<file path="config.mk">
export PLATFORM = sky130hd
export DESIGN_NAME = mdu_iterative
export DESIGN_NICKNAME = d
export VERILOG_FILES = /design/src/rtl/mdu_pkg.sv /design/src/rtl/mdu_sign_fix.sv /design/src/rtl/mdu_iterative.sv
export SDC_FILE = /design/constraint.sdc
export NUM_CORES = 1
export LEC_CHECK = 0
export ABC_AREA = 1
export CAP_MARGIN = 5
export CORE_ASPECT_RATIO = 0.6
export CORE_MARGIN = 3
export CORE_UTILIZATION = 45
export CTS_CLUSTER_DIAMETER = 50
export CTS_CLUSTER_SIZE = 16
export DETAILED_ROUTE_END_ITERATION = 10
export GPL_TIMING_DRIVEN = 0
export MAX_ROUTING_LAYER = met4
export PLACE_DENSITY_LB_ADDON = 0.1
export RECOVER_POWER = 25
export SYNTH_ARGS = -nofsm -noshare
export SYNTH_HDL_FRONTEND = slang
export SYNTH_SLANG_ARGS = --single-unit
</file>
<file path="constraint.sdc">
create_clock -name clk -period 6.8 [get_ports clk]
set_input_delay 1.36 -clock clk [delete_from_list [all_inputs] [get_ports clk]]
set_output_delay 1.36 -clock clk [all_outputs]
set_load 0.02 [all_outputs]
</file>
<file path="src/rtl/mdu_pkg.sv">
// Shared encodings for the iterative multiply/divide unit.
package mdu_pkg;
    localparam int XLEN_DEF = 32;

    typedef enum logic [2:0] {
        MDU_MUL   = 3'b000,
        MDU_MULH  = 3'b001,
        MDU_MULHU = 3'b010,
        MDU_DIV   = 3'b011,
        MDU_DIVU  = 3'b100,
        MDU_REM   = 3'b101,
        MDU_REMU  = 3'b110,
        MDU_RSVD  = 3'b111
    } mdu_op_e;

    typedef enum logic [1:0] {IDLE, CALC, FIX} mdu_state_e;

    function automatic logic op_signed(mdu_op_e op);
        return op inside {MDU_MUL, MDU_MULH, MDU_DIV, MDU_REM};
    endfunction

    function automatic logic op_is_div(mdu_op_e op);
        return op inside {MDU_DIV, MDU_DIVU, MDU_REM, MDU_REMU};
    endfunction
endpackage

</file>
<file path="src/rtl/mdu_sign_fix.sv">
// Final sign correction and result selection applied in the FIX state.
module mdu_sign_fix import mdu_pkg::*; #(
    parameter int XLEN = XLEN_DEF
) (
    input  mdu_op_e         op,
    input  logic            sign_a,
    input  logic            sign_b,
    input  logic            b_zero,
    input  logic [XLEN-1:0] hi,
    input  logic [XLEN-1:0] lo,
    input  logic [XLEN-1:0] a_orig,
    output logic [XLEN-1:0] res
);
    logic [2*XLEN-1:0] prod;
    logic [XLEN-1:0]   quot;
    logic [XLEN-1:0]   rem;

    always_comb begin
        prod = (sign_a ^ sign_b) ? -{hi, lo} : {hi, lo};
        quot = (sign_a ^ sign_b) ? -lo : lo;
        rem  = sign_a ? -hi : hi;
        // divide-by-zero bypasses sign correction entirely
        unique case (op)
            MDU_MUL:           res = prod[XLEN-1:0];
            MDU_MULH, MDU_MULHU: res = prod[2*XLEN-1:XLEN];
            MDU_DIV, MDU_DIVU: res = b_zero ? '1 : quot;
            MDU_REM, MDU_REMU: res = b_zero ? a_orig : rem;
            default:           res = '0;
        endcase
    end
endmodule

</file>
<file path="src/rtl/mdu_iterative.sv">
// Multi-cycle RV32M multiply/divide: shift-add multiply, restoring divide on
// operand magnitudes, sign fixed up in a final cycle.
module mdu_iterative import mdu_pkg::*; #(
    parameter int XLEN = XLEN_DEF
) (
    input  logic            clk,
    input  logic            rst_n,
    input  logic            start,
    input  logic [2:0]      op,
    input  logic [XLEN-1:0] A,
    input  logic [XLEN-1:0] B,
    input  logic            flush,
    output logic            busy,
    output logic            done,
    output logic [XLEN-1:0] result
);
    localparam int CW = $clog2(XLEN);

    mdu_state_e      state;
    mdu_op_e         op_q;
    logic [CW-1:0]   count;
    logic [XLEN-1:0] a_q, b_q, mag, hi, lo;
    logic            sign_a, sign_b;

    mdu_op_e         op_in;
    logic            sa_in, sb_in;
    logic [XLEN-1:0] ma_in, mb_in, hi_nxt, lo_nxt, fix_res;
    logic [XLEN:0]   sum, shifted, diff;

    always_comb begin
        op_in = mdu_op_e'(op);
        sa_in = op_signed(op_in) & A[XLEN-1];
        sb_in = op_signed(op_in) & B[XLEN-1];
        ma_in = sa_in ? -A : A;
        mb_in = sb_in ? -B : B;
    end

    // mul: hi:lo is partial product : remaining multiplier, mag = multiplicand
    // div: hi:lo is partial remainder : remaining dividend/quotient, mag = divisor
    always_comb begin
        sum     = {1'b0, hi} + (lo[0] ? {1'b0, mag} : '0);
        shifted = {hi, lo[XLEN-1]};
        diff    = shifted - {1'b0, mag};
        hi_nxt  = sum[XLEN:1];
        lo_nxt  = {sum[0], lo[XLEN-1:1]};
        if (op_is_div(op_q)) begin
            if (!diff[XLEN]) begin
                hi_nxt = diff[XLEN-1:0];
                lo_nxt = {lo[XLEN-2:0], 1'b1};
            end else begin
                hi_nxt = shifted[XLEN-1:0];
                lo_nxt = {lo[XLEN-2:0], 1'b0};
            end
        end
    end

    mdu_sign_fix #(.XLEN(XLEN)) u_fix (
        .op     (op_q),
        .sign_a (sign_a),
        .sign_b (sign_b),
        .b_zero (b_q == '0),
        .hi     (hi),
        .lo     (lo),
        .a_orig (a_q),
        .res    (fix_res)
    );

    always_ff @(posedge clk or negedge rst_n) begin
        if (!rst_n) begin
            state  <= IDLE;
            op_q   <= MDU_MUL;
            count  <= '0;
            a_q    <= '0;
            b_q    <= '0;
            mag    <= '0;
            hi     <= '0;
            lo     <= '0;
            sign_a <= 1'b0;
            sign_b <= 1'b0;
            busy   <= 1'b0;
            done   <= 1'b0;
            result <= '0;
        end else begin
            done <= 1'b0;
            if (flush) begin
                state <= IDLE;
                busy  <= 1'b0;
            end else begin
                unique case (state)
                    IDLE: if (start) begin
                        state  <= CALC;
                        busy   <= 1'b1;
                        op_q   <= op_in;
                        a_q    <= A;
                        b_q    <= B;
                        sign_a <= sa_in;
                        sign_b <= sb_in;
                        mag    <= op_is_div(op_in) ? mb_in : ma_in;
                        lo     <= op_is_div(op_in) ? ma_in : mb_in;
                        hi     <= '0;
                        count  <= '0;
                    end
                    CALC: begin
                        hi    <= hi_nxt;
                        lo    <= lo_nxt;
                        count <= count + 1'b1;
                        if (count == CW'(XLEN-1)) state <= FIX;
                    end
                    FIX: begin
                        result <= fix_res;
                        done   <= 1'b1;
                        busy   <= 1'b0;
                        state  <= IDLE;
                    end
                    default: state <= IDLE;
                endcase
            end
        end
    end
endmodule

</file>
==> flow_summary.ini <==
[timing]
period_share = 0.620
slew_viol_final = 112
finalSetupViolCount = 0
fmax_mhz = 237
final.min_clock_period_ps = 4210
hold_viol = 0
tightestPinTransition_ps = 2870
worst_slack_ps = 2590
final.setup_skew_ps = 35.5
maxSlewHeadroom = -0.912
rsz0062_at_grt = false

[power]
leakage_nw = 12.1
peakVddDrop_mv = 0.256
p_per_area_nw_per_um2 = 438

[route]
wirelength_um = 109000
drtIter0Drc = 4025
dr_total_vias = 25800
drc_errors = 0
postRouteAntennaNets = 0
firstDrtPassIters = 7
avgRoutedWirePerCell_um = 25.0
viasPerCell = 5.94

[critical_path]
slowest_stage = o21ai_0
crit_top_cell = nand2_1
cp_max_fo = 10
end_kind = flop
critPathLaunchType = flop
required_ps = 7330
crit_arrival_ps = 4740
critical_path.cell_chain = buf_2 -> clkbuf_1 -> nand2_1 -> inv_1 -> ha_1 -> inv_1 -> fa_1 -> o21ai_0 -> nand2_1 -> nand2_1 -> nand4_1 -> nand3_1 -> nand3_1 -> nand2_1 -> nand2_1 -> inv_1 -> nand2_1 -> nand2_1
critPathKind = reg2reg
slowest_delay_ps = 960

[die]
die-area_um2 = 48500
ioPinCount = 105
core_area_um2 = 45000
rows = 60
start_util = 0.458
die_w_um = 282
die_height_um = 172

[logic_synthesis]
yosys_warnings = 0
synth.distinct_cells = 45
syn_nets = 3744
netlist_instances = 3601
ys_seq_area_frac = 0.250
synth-main-ff-cell = dfrtp_1
async_flop_share = 1.00
synth-edff-count = 0
yosys-top-cells-area = dfrtp_1 (25%), nand2_1 (22%), nand3_1 (9.7%), inv_1 (8.2%), nor2_1 (7.3%)
avgSynthCellArea_um2 = 5.73
synth_top_cell_by_area = dfrtp_1
syn_area_um2 = 20600
synth_top_area_share = 0.250
synth_seq_cells = 206

[cts]
clockRootBuffer = clkbuf_16
insertion_delay_ps = 610
clock-sinks = 206
htree_levels = 1
clock_path_buffers = 3
cts_tree = yes
clkTransAtPathRegs_ps = 80
cts_resized = 0
numCtsBuffers = 25
post-cts-setup-buffer-count = 0
cts_hold_buf = 0

[global_route]
antenna_found_initial = 6
grt_pass1_wl_um = 155000
grt_max_degree = 112
grt-ovfl-total = 0
grtUsageTotal = 0.455
grt_pass1_vias = 22700

[hold_path]
hold_class = reg2reg

[cells_and_area]
fin_area_um2 = 23300
syn2layout_area_growth_pct = 13.0
fillCellCount = 4817
multi_input_area_um2 = 13200
seq_area_um2 = 5150
drive_above_1_share = 0.0379
nets = 3877
mostFrequentLayoutCell = nand2_1
mostFrequentLayoutCells = nand2_1 (1,235), inv_1 (449), nor2_1 (400), nand3_1 (400), o21ai_0 (227)

[placed_design]
dpl.hpwl_um = 88900
place_congestion = 1.09
portBuffers = 104
dpl-instance-area_um2 = 22500
place_ws_ps = 2680

[status]
status = finished with violations
violations = max-capacitance violations, max-slew violations

[run]
drv_cap = 1
==> synthesized netlist by cell type, types with 14 or more instances <==
cell type     n
a21oi_1     155
a31oi_1      15
buf_2        29
clkbuf_1     83
dfrtp_1     206
ha_1         70
inv_1       449
nand2_1    1235
nand3_1     400
nand4_1      44
nor2_1      400
nor2_2       14
nor3_1       43
o211ai_1     41
o21ai_0     227
or2_2        19
xor2_1       57
==> area by class of cell <==
| class | count | share of cell area |
|---|---|---|
| multi-input cells | 2806 | 0.565 |
| flip-flops and latches | 206 | 0.221 |
| inverters | 461 | 0.0742 |
| repair buffers | 106 | 0.0456 |
| well taps | 589 | 0.0316 |
| clock buffers | 30 | 0.0289 |
| plain buffers | 128 | 0.0246 |
| clock inverters | 14 | 0.00826 |
| diodes | 7 | 0.000751 |
==> final timing paths <==
check,from,end,slack (ps),cells after the start
worst min register to register,result[29]$_DFFE_PN0P_,result[29]$_DFFE_PN0P_,480,2
worst max register to register,lo[0]$_DFFE_PN0P_,hi[31]$_DFFE_PN0P_,2590,18
worst max-delay path,lo[0]$_DFFE_PN0P_,hi[31]$_DFFE_PN0P_,2590,18
min in group asynchronous,rst_n,result[23]$_DFFE_PN0P_,780,1
max in group asynchronous,rst_n,b_q[22]$_DFFE_PN0P_,2720,2
worst min-delay path,result[29]$_DFFE_PN0P_,result[29]$_DFFE_PN0P_,480,2
==> critical path: cells and delay by family, from the launching register on <==
family / cells / cell delay, ps
buffers and inverters: 5 / 930
AOI/OAI and AO/OA: 1 / 960
adders and majority gates: 2 / 650
DFF: 1 / 330
and+or+nand+nor: 10 / 1250
==> power by group <==
group | switching, W | internal, W
Combinational | 0.00479 | 0.00183
Clock | 0.000679 | 0.000806
Sequential | 0.000600 | 0.00151
==> metrics by stage <==
| step | TNS (ps) | utilization | hold WS [ps] | total power (W) | std cells |
|---|---|---|---|---|---|
| final | 0 | 0.518 | 476 | 0.0102 | 4347 |
| after global routing | 0 | 0.517 | 493 | 0.0107 | 4343 |
| after CTS | 0 | 0.518 | 481 | 0.00973 | 4340 |
| after detailed placement | 0 | 0.499 | 465 | 0.00824 | 4296 |
| after global placement | -953190 | 0.497 | 462 | 0.00827 | 4294 |
| after floorplan | 0 | - | 444 | 0.00584 | 3601 |
==> flip-flops by register name, indices dropped and copies added (netlist names) <==
| name | cells |
|---|---|
| busy | 1 |
| op_q | 3 |
| a_q | 32 |
| done | 1 |
| b_q | 32 |
| hi | 32 |
| result | 32 |
| lo | 32 |
| state | 2 |
| mag | 32 |
| count | 5 |
| sign_a | 1 |
| sign_b | 1 |
==> per-layer routing <==
layer	vias to the layer above	wire length, µm	GRT usage
met5	-	0	-
met4	0	2970	0.106
met3	175	20900	0.257
met2	1829	37500	0.538
met1	12000	47200	0.643
li1	11800	-	-
==> cell families after synthesis <==
kind of cell | count (synthesis) | share of synthesized area
flops | 206 | 0.250
buf+inv | 589 | 0.112
compound gates | 489 | 0.129
xor+xnor | 60 | 0.0255
simple gates | 2185 | 0.439
fa+ha+maj | 72 | 0.0444
Power figures use the tool's default switching activity.
